**src/rtl/vga_pkg.sv**
```systemverilog
// rtl/vga_pkg.sv - shared VGA timing defaults, pattern mode encoding and colour width
package vga_pkg;

   localparam int H_VISIBLE_DEF = 640;
   localparam int H_FRONT_DEF   = 16;
   localparam int H_SYNC_DEF    = 96;
   localparam int H_TOTAL_DEF   = 800;
   localparam int V_VISIBLE_DEF = 480;
   localparam int V_FRONT_DEF   = 10;
   localparam int V_SYNC_DEF    = 2;
   localparam int V_TOTAL_DEF   = 525;
   localparam int BAR_W_DEF     = 80;

   localparam int CW = 4;

   typedef enum logic [1:0] {
      MODE_BARS     = 2'd0,
      MODE_CHECKER  = 2'd1,
      MODE_GRADIENT = 2'd2,
      MODE_WHITE    = 2'd3
   } mode_e;

endpackage

```
**src/rtl/vga_pattern_gen.sv**
```systemverilog
// rtl/vga_pattern_gen.sv - combinational test-pattern colour for one pixel
module vga_pattern_gen
   import vga_pkg::*;
(
   input  logic [7:0]    x,
   input  logic [3:0]    y_hi,
   input  logic [2:0]    bar,
   input  logic [7:0]    frame,
   input  mode_e         mode,
   output logic [CW-1:0] red,
   output logic [CW-1:0] green,
   output logic [CW-1:0] blue
);

   // Only bit 5 of the scrolled x matters; a 6-bit sum is enough
   logic [5:0] xs;

   // Select the colour of the latched pattern; y_hi[1] is y[5]
   always_comb begin
      xs    = x[5:0] + frame[5:0];
      red   = '0;
      green = '0;
      blue  = '0;
      case (mode)
         MODE_BARS: begin
            red   = {CW{~bar[1]}};
            green = {CW{~bar[2]}};
            blue  = {CW{~bar[0]}};
         end
         MODE_CHECKER: begin
            if ((xs >= 6'd32) ^ y_hi[1]) begin
               red   = '1;
               green = '1;
               blue  = '1;
            end
         end
         MODE_GRADIENT: begin
            red   = x[7:4];
            green = y_hi;
            blue  = frame[7:4];
         end
         default: begin
            red   = '1;
            green = '1;
            blue  = '1;
         end
      endcase
   end

endmodule

```
**src/rtl/vga_video_out.sv**
```systemverilog
// rtl/vga_video_out.sv - two-stage sync/blank/test-pattern output stage of the VGA pipe
module vga_video_out
   import vga_pkg::*;
#(
   parameter int   H_VISIBLE   = H_VISIBLE_DEF,
   parameter int   H_FRONT     = H_FRONT_DEF,
   parameter int   H_SYNC      = H_SYNC_DEF,
   parameter int   H_TOTAL     = H_TOTAL_DEF,
   parameter int   V_VISIBLE   = V_VISIBLE_DEF,
   parameter int   V_FRONT     = V_FRONT_DEF,
   parameter int   V_SYNC      = V_SYNC_DEF,
   parameter int   V_TOTAL     = V_TOTAL_DEF,
   parameter logic SYNC_ACTIVE = 1'b0,
   parameter int   BAR_W       = BAR_W_DEF
) (
   input  logic          px_clk,
   input  logic          rst,
   input  logic [13:0]   hpos,
   input  logic [13:0]   vpos,
   input  logic [1:0]    mode,
   output logic          hsync,
   output logic          vsync,
   output logic          blank,
   output logic [CW-1:0] red,
   output logic [CW-1:0] green,
   output logic [CW-1:0] blue,
   output logic          frame_start,
   output logic [7:0]    frame_count
);

   localparam logic [13:0] H_VIS    = 14'(H_VISIBLE);
   localparam logic [13:0] HS_START = 14'(H_VISIBLE + H_FRONT);
   localparam logic [13:0] HS_END   = 14'(H_VISIBLE + H_FRONT + H_SYNC);
   localparam logic [13:0] H_TOT    = 14'(H_TOTAL);
   localparam logic [13:0] V_VIS    = 14'(V_VISIBLE);
   localparam logic [13:0] VS_START = 14'(V_VISIBLE + V_FRONT);
   localparam logic [13:0] VS_END   = 14'(V_VISIBLE + V_FRONT + V_SYNC);
   localparam logic [13:0] V_TOT    = 14'(V_TOTAL);
   localparam int          SW       = (BAR_W > 1) ? $clog2(BAR_W) : 1;
   localparam logic [SW-1:0] SUB_LAST = SW'(BAR_W - 1);

   // Stage 1 registers
   logic          vis1_q, vis1_d;
   logic          hs1_q, hs1_d;
   logic          vs1_q, vs1_d;
   logic          fs1_q, fs1_d;
   logic [7:0]    x1_q, x1_d;
   logic [3:0]    y1_q, y1_d;
   logic [SW-1:0] sub_q, sub_d;
   logic [2:0]    bar_q, bar_d;
   mode_e         mode_q, mode_d;

   // Stage 2 (output) registers
   logic          hsync_q, hsync_d;
   logic          vsync_q, vsync_d;
   logic          blank_q, blank_d;
   logic [CW-1:0] red_q, red_d;
   logic [CW-1:0] green_q, green_d;
   logic [CW-1:0] blue_q, blue_d;
   logic          frame_start_q, frame_start_d;
   logic [7:0]    frame_count_q, frame_count_d;

   logic [CW-1:0] pg_red, pg_green, pg_blue;

   // Stage 1: decode raster position, step bar counters, latch mode at (0,0)
   always_comb begin
      vis1_d = (hpos < H_VIS) && (vpos < V_VIS);
      hs1_d  = (hpos < H_TOT) && (hpos >= HS_START) && (hpos < HS_END);
      vs1_d  = (vpos < V_TOT) && (vpos >= VS_START) && (vpos < VS_END);
      fs1_d  = (hpos == '0) && (vpos == '0);
      x1_d   = hpos[7:0];
      y1_d   = vpos[7:4];
      mode_d = fs1_d ? mode_e'(mode) : mode_q;
      sub_d  = sub_q;
      bar_d  = bar_q;
      if (hpos == '0) begin
         sub_d = '0;
         bar_d = '0;
      end else if (sub_q == SUB_LAST) begin
         sub_d = '0;
         bar_d = bar_q + 3'd1;
      end else begin
         sub_d = sub_q + SW'(1);
      end
   end

   // Stage 1 flops; reset leaves the pipe in the blank / no-sync state
   always_ff @(posedge px_clk or posedge rst) begin
      if (rst) begin
         vis1_q <= 1'b0;
         hs1_q  <= 1'b0;
         vs1_q  <= 1'b0;
         fs1_q  <= 1'b0;
         x1_q   <= '0;
         y1_q   <= '0;
         sub_q  <= '0;
         bar_q  <= '0;
         mode_q <= MODE_BARS;
      end else begin
         vis1_q <= vis1_d;
         hs1_q  <= hs1_d;
         vs1_q  <= vs1_d;
         fs1_q  <= fs1_d;
         x1_q   <= x1_d;
         y1_q   <= y1_d;
         sub_q  <= sub_d;
         bar_q  <= bar_d;
         mode_q <= mode_d;
      end
   end

   // The colour of pixel (0,0) must already see the new frame index
   vga_pattern_gen u_pattern (
      .x     (x1_q),
      .y_hi  (y1_q),
      .bar   (bar_q),
      .frame (frame_count_d),
      .mode  (mode_q),
      .red   (pg_red),
      .green (pg_green),
      .blue  (pg_blue)
   );

   // Stage 2: sync polarity, blanking of colour, frame counter
   always_comb begin
      frame_count_d = fs1_q ? frame_count_q + 8'd1 : frame_count_q;
      frame_start_d = fs1_q;
      hsync_d       = hs1_q ? SYNC_ACTIVE : ~SYNC_ACTIVE;
      vsync_d       = vs1_q ? SYNC_ACTIVE : ~SYNC_ACTIVE;
      blank_d       = ~vis1_q;
      red_d         = vis1_q ? pg_red   : '0;
      green_d       = vis1_q ? pg_green : '0;
      blue_d        = vis1_q ? pg_blue  : '0;
   end

   // Stage 2 flops drive the pins directly
   always_ff @(posedge px_clk or posedge rst) begin
      if (rst) begin
         hsync_q       <= ~SYNC_ACTIVE;
         vsync_q       <= ~SYNC_ACTIVE;
         blank_q       <= 1'b1;
         red_q         <= '0;
         green_q       <= '0;
         blue_q        <= '0;
         frame_start_q <= 1'b0;
         frame_count_q <= '0;
      end else begin
         hsync_q       <= hsync_d;
         vsync_q       <= vsync_d;
         blank_q       <= blank_d;
         red_q         <= red_d;
         green_q       <= green_d;
         blue_q        <= blue_d;
         frame_start_q <= frame_start_d;
         frame_count_q <= frame_count_d;
      end
   end

   assign hsync       = hsync_q;
   assign vsync       = vsync_q;
   assign blank       = blank_q;
   assign red         = red_q;
   assign green       = green_q;
   assign blue        = blue_q;
   assign frame_start = frame_start_q;
   assign frame_count = frame_count_q;

endmodule

```
**config.mk**
```make
export PLATFORM = sky130hd
export DESIGN_NAME = vga_video_out
export DESIGN_NICKNAME = d
export VERILOG_FILES = /design/src/rtl/vga_pkg.sv /design/src/rtl/vga_pattern_gen.sv /design/src/rtl/vga_video_out.sv
export SDC_FILE = /design/constraint.sdc
export NUM_CORES = 1
export LEC_CHECK = 0
export CELL_PAD_IN_SITES_DETAIL_PLACEMENT = 1
export CELL_PAD_IN_SITES_GLOBAL_PLACEMENT = 1
export CORE_UTILIZATION = 40
export CTS_CLUSTER_SIZE = 8
export DETAILED_ROUTE_END_ITERATION = 10
export PLACE_DENSITY = 0.91
export SLEW_MARGIN = 15
export SYNTH_ARGS = -nofsm -noshare
export SYNTH_HDL_FRONTEND = slang
export SYNTH_SLANG_ARGS = --single-unit
```
**constraint.sdc**
```tcl
create_clock -name px_clk -period 4.2 [get_ports px_clk]
set_clock_uncertainty 0.05 [all_clocks]
set_input_delay 0.84 -clock px_clk [delete_from_list [all_inputs] [get_ports px_clk]]
set_output_delay 0.84 -clock px_clk [all_outputs]
set_load 0.02 [all_outputs]
```
# == After elaboration in Yosys (flattened, before gate mapping) ==
# Index checks and enable logic that the tools add are counted.
# totals
regBits,52
wordCells,62
out_inout_bits,24
input_bits,32
# op_classes
n_reduce_logical,10
mux,14
add_sub_neg,4
order_cmp,9
n_bitwise,5
eq_ne,3
# ops
operator,count
less-than comparator 14 x 10 -> 1 bit (second input constant),4
case mux 4 bit (3 select lines),3
zero test 14 bit,2
less-than comparator 14 x 9 -> 1 bit (second input constant),2
two-way mux 4 bit,4
greater-or-equal comparator 14 x 10 -> 1 bit (second input constant),1
greater-or-equal comparator 14 x 9 -> 1 bit (second input constant),1
two-way mux 7 bit,2
adder 8 x 1 -> 8 bit (second input constant),1
two-way mux 8 bit,1
adder 7 x 1 -> 7 bit (second input constant),1
== test 7 bit (second input constant),1
adder 6 bit,1
greater-or-equal comparator 6 bit (second input constant),1
logical AND 1 bit,6
two-way mux 3 bit,2
NOT 1 bit,4
adder 3 x 1 -> 3 bit (second input constant),1
== test 2 x 1 -> 1 bit (second input constant),1
== test 2 bit (second input constant),1
zero test 2 bit,1
two-way mux 1 bit,2
nonzero test 2 bit,1
XOR 1 bit,1

# == Depth between registers and ports, before layout ==
# Gate-level depths: netlist of run 1.
# depth
word_depth,8
depth_mapped,10
ltp_nobuf,9

# == Modules after synthesis ==
# A second synthesis of run 1 with hierarchy kept.
# hier_totals
hier_cells,195
area_unflattened_um2,2279.7
# modules_own_cells
mod,n_inst,cells_per_inst,area_each_um2
vga_video_out,1,142,1901.8
vga_pattern_gen,1,53,377.9

# == Worst setup path after synthesis of run 1 ==
# Ideal clock, no wire load.
# synth_timing
path_kind,reg2reg
start,reg frame_count_q[0] (netlist: frame_count[0])
end,reg blue_q[0] (netlist: blue[0])
arrival_ns,2.367
path_stages_with_launch,10
synth_period_minus_slack_ns,2.541
setup_slack_ns,1.659
cell_sequence,dfrtp_1 -> ha_1 -> nand4_1 -> xnor2_1 -> ha_1 -> a21o_1 -> or3b_2 -> mux2i_1 -> buf_4 -> nor3_1
# synth_between
elab_chain_len,8
# synth_rtl
item,line_no,source
from (decl),vga_video_out.sv:61,"logic [7:0] frame_count_q, frame_count_d;"
from (signal assigned),vga_video_out.sv:155,frame_count_q <= frame_count_d;
adder 8 x 1 -> 8 bit (*),vga_video_out.sv:126,frame_count_d = fs1_q ? frame_count_q + 8'd1 : frame_count_q;
two-way mux 8 bit (*),vga_video_out.sv:126,
net frame_count_d[4],vga_video_out.sv:61,
adder 6 bit,vga_pattern_gen.sv:20,xs = x[5:0] + frame[5:0];
greater-or-equal comparator 6 bit,vga_pattern_gen.sv:31,if ((xs >= 6'd32) ^ y_hi[1]) begin
XOR 1 bit,vga_pattern_gen.sv:31,
two-way mux 4 bit,vga_pattern_gen.sv:31,
case mux 4 bit (3 select lines) (*),vga_pattern_gen.sv:24,case (mode)
two-way mux 4 bit (*),vga_video_out.sv:133,blue_d = vis1_q ? pg_blue : '0;
net blue_d[0],vga_video_out.sv:59,"logic [CW-1:0] blue_q, blue_d;"
to (signal assigned),vga_video_out.sv:153,blue_q <= blue_d;
to (decl),vga_video_out.sv:59,
# Mark *: on every way through the listed nets, which the timed path passes. The rest lies on a longest branch.
# A chain may end at the register's enable or synchronous reset.

# == Worst setup path in the final report of run 1 ==
# layout_timing
start,reg frame_count_q[0] (netlist: frame_count[0])
end,reg red_q[3] (netlist: red[3])
# layout_between
elab_chain_len,8
# layout_rtl
item,line_no,source
adder 8 x 1 -> 8 bit,vga_video_out.sv:126,
two-way mux 8 bit,vga_video_out.sv:126,
net frame_count_d[2],vga_video_out.sv:61,
adder 6 bit,vga_pattern_gen.sv:20,
greater-or-equal comparator 6 bit,vga_pattern_gen.sv:31,
XOR 1 bit,vga_pattern_gen.sv:31,
two-way mux 4 bit,vga_pattern_gen.sv:31,
case mux 4 bit (3 select lines),vga_pattern_gen.sv:24,
two-way mux 4 bit,vga_video_out.sv:131,red_d = vis1_q ? pg_red : '0;
net red_d[3],vga_video_out.sv:57,"logic [CW-1:0] red_q, red_d;"
to (signal assigned),vga_video_out.sv:151,red_q <= red_d;
to (decl),vga_video_out.sv:57,
# The timed path passes the listed nets, and every way through them passes these cells.

==> run_results.csv, run 1 <==
group,metric,value,unit
logic_synthesis,muxShareOfSynthArea,2.52,%
detailed_routing,viasPerCell,4.98,
pwr,cellPowerDensity,353,nW/um^2
logic_synthesis,synth-main-ff-cell,"dfrtp_1",
logic_synthesis,ys_seq_elements,52,
sta,clock.fmax,0.311,GHz
sta,drv_slew,0,
floorplanning,die_x,75.1,microns
pwr,p_int,0.771,mW
logic_synthesis,synth.most_common_cell,"dfrtp_1",
detailed_routing,drcViolationCount,0,
run,cap_violations,0,
global_route,grt_pass1_vias,1647,
global_route,grt_max_degree,53,
floorplanning,core_area,5140,sq um
detailed_routing,first_iter_violations,48,
logic_synthesis,synth_common_cells,"dfrtp_1 (49), nor2_1 (19), nor3_1 (17)",
logic_synthesis,syn_inst,183,
sta,finalSetupViolations,0,
layout,fin_cells,314,
logic_synthesis,synth_compound_area_share,5.27,%
floorplanning,dieHeight,75.1,microns
logic_synthesis,synth_top_area_share,57.4,%
critical_path,slowest_delay,740,ps
global_route,antenna_found_initial,0,
pwr,p_sw_share,24.1,%
clock_network,cts-resized-gates,0,
sta,slew_headroom,30.9,%
logic_synthesis,synth-edff-count,0,
layout,layout-drive-gt1-share,7.38,%
sta,fin_crit_sh,76.5,%
global_route,overflow,0,
place,placed_cells,306,
detailed_routing,dr.pass1.iters,4,
clock_network,cts-root-buf,"clkbuf_8",
pwr,leakagePower,1.28,nW
clock_network,clk_latency,300,ps
worst_hold_path,min_path_type,"reg2reg",
clock_network,clk_path_buf_depth,2,
logic_synthesis,synth-seq-area-share,61.1,%
pwr,comb_power_share,11.5,%
pwr,p_clk_share,33.0,%
floorplanning,num_rows,26,
sta,worst_hold_slack,317,ps
sta,min_period,3210,ps
floorplanning,die_area,5640,sq um
critical_path,endpoint_kind,"register",
logic_synthesis,synth_area_leaders,"dfrtp_1 (57%), ha_1 (5.3%), nor3_1 (4.0%), dfstp_2 (3.7%), xnor2_1 (3.7%)",
logic_synthesis,synth_fa_ha_area_share,5.27,%
clock_network,postCtsHoldBufs,0,
logic_synthesis,ys_types,31,
clock_network,cts_sinks,52,
sta,hold_viol_final,0,
place,dp_hpwl,3.66,mm
critical_path,worstPathRequired,4280,ps
clock_network,cts_buffers,5,
logic_synthesis,yosys.area.top_type,"dfrtp_1",
detailed_routing,routedWlPerCell,15.4,microns
logic_synthesis,avgSynthCellArea,11.7,sq um
detailed_routing,vias,1564,
logic_synthesis,yosysWarnings,0,
pwr,ir_drop,0.184,mV
sta,rsz0062_at_grt,"no",
detailed_routing,final_antenna_net_count,0,
global_route,track_usage,18.7,%
floorplanning,design.portCount,56,
place,portBuffers,55,
critical_path,cp_data_arrival_time,3290,ps
run_status,status,"finished, final reports clean",
floorplanning,initial_core_util,41.6,%
global_route,grt_pass1_wl,7.76,mm
layout,synthToLayoutAreaGrowth,34.6,%
layout,fillers,564,
clock_network,clkTransAtPathRegs,90,ps
critical_path,path_max_fanout,12,
place,place_congestion,0.760,
detailed_routing,wl,4.84,mm
clock_network,cts_setup_buffers,0,
logic_synthesis,synthArstFlopShare,100,%
logic_synthesis,synth_xor_area_share,6.80,%
pwr,power_frac_seq,55.5,%
clock_network,cts_tree,"yes",
layout,nNetsFinal,284,
clock_network,htree_num_levels,2,
sta,worstMarginPinSlew,1040,ps
logic_synthesis,synth_top_family_by_area,"simple AND/OR/NAND/NOR gates",
logic_synthesis,syn_nets,224,
critical_path,path_cells,"ha_1 -> nand2_1 -> xnor2_1 -> ha_1 -> a21oi_1 -> a21oi_1 -> or3b_2 -> mux2i_1 -> nor3_1",
layout,num_antenna_cells,0,
sta,fin_setup_tns,0,ps
critical_path,cp_slowest_cell,"mux2i_1",
logic_synthesis,syn_area,2140,sq um
critical_path,critPathKind,"reg2reg",
critical_path,start_kind,"register",
logic_synthesis,synth-simple-area-share,17.6,%
pwr,p_sw,0.245,mW
==> power by group through the flow <==
stage | clock [mW] | combinational (mW) | sequential [mW]
6_report | 0.335 | 0.117 | 0.564
5_1_grt | 0.360 | 0.130 | 0.569
4_1_cts | 0.344 | 0.118 | 0.564
3_5_place_dp | 0 | 0.115 | 0.573
3_3_place_gp | 0 | 0.109 | 0.571
2_1_floorplan | 0 | 0.0658 | 0.564
==> layout make-up <==
cell class	instances	area (sq um)	share of cell area, %
Inverter	5	18.8	0.653
Clock buffer	5	68.8	2.39
Tap cell	70	87.6	3.05
Sequential cell	52	1310	45.4
Multi-Input combinational cell	124	801	27.9
Clock inverter	3	42.5	1.48
Timing Repair Buffer	55	551	19.2
==> critical path: cells and delay by family, from the launching register on <==
family	cells	cell delay (ps)
and+or+nand+nor	3	720
adders and majority gates	2	510
DFF	1	460
muxes	1	740
AOI/OAI and AO/OA	2	280
xor gates and xnor gates	1	270
==> metal layers <==
| metal | global-route usage, % | up-vias | routed length [microns] |
|---|---|---|---|
| li1 | - | 752 | - |
| met1 | 22.6 | 774 | 2080 |
| met2 | 34.1 | 34 | 2600 |
| met3 | 2.81 | 4 | 115 |
| met4 | 5.87 | 0 | 47 |
| met5 | 0 | - | 0 |
==> cell families after synthesis <==
group	count (synthesis)
and+or+nand+nor	74
DFF	52
AOI/OAI and AO/OA	21
xor gates and xnor gates	15
adders and majority gates	9
buffers and inverters	7
muxes	5
==> final timing paths <==
path,from,endpoint,slack [ps],cells after the start
setup / recovery,frame_count[0],red[3],990,9
setup reg to reg,frame_count[0],red[3],990,9
min in group asynchronous,rst,vs1_q,1060,2
hold reg to reg,hs1_q,hsync,320,1
max in group asynchronous,rst,frame_count[3],2410,2
hold / removal,hs1_q,hsync,320,1
==> through the flow <==
step | area (sq um) | util (%) | power (mW) | setup slack [ps]
6_report | 2870 | 55.9 | 1.02 | 988
3_3_place_gp | 2760 | 53.7 | 0.680 | 1110
2_1_floorplan | 2140 | - | 0.630 | 1660
4_1_cts | 2870 | 55.9 | 1.03 | 1010
5_1_grt | 2870 | 55.9 | 1.06 | 748
3_5_place_dp | 2760 | 53.7 | 0.688 | 952
==> cell usage in the layout, fill, tap and decap left out, drive strengths merged, types with 4 or more instances in the layout <==
cell type	synthesis	routed
a21oi	8	8
clkbuf	1	5
clkdlybuf4s50	0	55
dfrtp	49	49
ha	9	9
inv	5	5
nand2	10	10
nand3	7	7
nor2	19	19
nor2b	4	4
nor3	17	17
o21ai	10	10
xnor2	9	9
xor2	5	5
==> state kept, by name, indices dropped and copies added, names as in the netlist <==
name           cells
vis1_q             1
vsync              1
blank              1
red                4
green              4
blue               4
x1_q               8
hs1_q              1
y1_q               4
sub_q              7
frame_count        8
frame_start        1
vs1_q              1
mode_q             2
hsync              1
bar_q              3
frame_start_d      1
Note: power is estimated with default switching activity, not from simulation.
==> run 2: changes to the inputs <==
- CORE_UTILIZATION: 40 -> 34
- PLACE_DENSITY: 0.91 -> 0.83
- clock period: 4.2 -> 2.9 ns (I/O delays scaled with it)
==> run_results.csv, run 2 (synthesis results as in run 1) <==
group,metric,value,unit
run_status,status,"finished, final reports clean",
detailed_routing,final_antenna_net_count,0,
global_route,antenna_found_initial,0,
clock_network,cts_setup_buffers,0,
floorplanning,die_area,6600,sq um
place,portBuffers,55,
global_route,grt_pass1_vias,1676,
layout,num_antenna_cells,0,
critical_path,endpoint_kind,"register",
sta,finalSetupViolations,0,
critical_path,cp_data_arrival_time,2720,ps
pwr,cellPowerDensity,508,nW/um^2
sta,clock.fmax,0.390,GHz
floorplanning,die_x,81.3,microns
sta,fin_crit_sh,88.4,%
sta,fin_setup_tns,0,ps
critical_path,crit_path_start,"frame_count[1]",
critical_path,critPathKind,"reg2reg",
clock_network,cts-resized-gates,0,
sta,min_period,2560,ps
clock_network,cts-root-buf,"clkbuf_8",
clock_network,cts_tree,"yes",
place,dp_hpwl,3.60,mm
detailed_routing,wl,4.71,mm
floorplanning,initial_core_util,35.7,%
worst_hold_path,hold_start,"hs1_q",
sta,hold_viol_final,0,
global_route,track_usage,15.9,%
detailed_routing,viasPerCell,4.82,
clock_network,cts_sinks,52,
sta,worst_hold_slack,313,ps
layout,fillers,639,
sta,worstMarginPinSlew,452,ps
floorplanning,design.portCount,56,
clock_network,clkTransAtPathRegs,100,ps
global_route,overflow,0,
clock_network,postCtsHoldBufs,0,
global_route,grt_max_degree,53,
floorplanning,core_area,5990,sq um
clock_network,htree_num_levels,2,
layout,final_common_cell,"clkdlybuf4s50_1",
critical_path,start_kind,"register",
clock_network,clk_path_buf_depth,2,
pwr,ir_drop,0.215,mV
detailed_routing,drcViolationCount,0,
sta,drv_slew,0,
floorplanning,num_rows,28,
clock_network,cts_buffers,5,
clock_network,clk_latency,310,ps
critical_path,worstPathRequired,3050,ps
run,cap_violations,0,
layout,layout-drive-gt1-share,8.87,%
layout,layout_common_cells,"clkdlybuf4s50_1 (55), dfrtp_1 (49), nor2_1 (19), nor3_1 (17)",
layout,synthToLayoutAreaGrowth,36.8,%
global_route,grt_pass1_wl,7.77,mm
sta,slew_headroom,69.6,%
critical_path,r2r-start,"frame_count[1]",
critical_path,path_max_fanout,12,
sta,rsz0062_at_grt,"no",
place,place_congestion,0.764,
floorplanning,dieHeight,81.3,microns
detailed_routing,vias,1556,
detailed_routing,routedWlPerCell,14.6,microns
pwr,leakagePower,1.30,nW
detailed_routing,first_iter_violations,26,
layout,nNetsFinal,288,
detailed_routing,dr.pass1.iters,4,
worst_hold_path,min_path_type,"reg2reg",
-- run 2: per-layer routing --
metal | global-route usage [%] | share of wire (%)
met1 | 17.5 | 40
met2 | 28.4 | 53
met3 | 4.04 | 3.4
met4 | 7.50 | 2.8
met5 | 0 | 0
-- run 2: final timing paths --
path	slack (ps)	to	depth (start not counted)
max in group asynchronous	1940	vsync	3
min in group asynchronous	570	sub_q[5]	3
max reg2reg	340	red[0]	10
min	310	hsync	1
min reg2reg	310	hsync	1
max	340	red[0]	10
-- run 2: through the flow --
stage | total power [mW] | std cells | area (sq um) | setup slack (ps) | util [%]
after global routing | 1.55 | 323 | 2920 | 111 | 48.8
after detailed placement | 1.00 | 315 | 2810 | 356 | 46.9
final | 1.48 | 323 | 2920 | 337 | 48.8
after CTS | 1.50 | 323 | 2920 | 335 | 48.8
after global placement | 0.990 | 315 | 2810 | 344 | 46.9
after floorplan | 0.913 | 183 | 2140 | 359 | -
-- run 2: cell type report --
type / count / area, sq um / area share [%]
clock buffers: 5 / 68.8 / 2.35
clock inverters: 3 / 42.5 / 1.46
repair buffers: 59 / 593 / 20.3
inverters: 5 / 18.8 / 0.642
well taps: 75 / 93.8 / 3.21
multi-input cells: 124 / 801 / 27.4
flip-flops and latches: 52 / 1310 / 44.6
-- run 2: worst max-delay path, stage by stage, from the launching register on --
cell and delay, ps:
dfrtp_1 430, ha_1 220, nand2_1 80, xnor2_1 260, ha_1 290, a21oi_1 160, a21oi_1 90, or3b_2 460
mux2i_1 140, buf_4 200, nor3_1 70
-- run 2: power breakdown --
group / internal [mW] / switching, mW
Sequential: 0.771 / 0.0467
Clock: 0.256 / 0.242
Combinational: 0.0930 / 0.0769
Total: 1.12 / 0.365
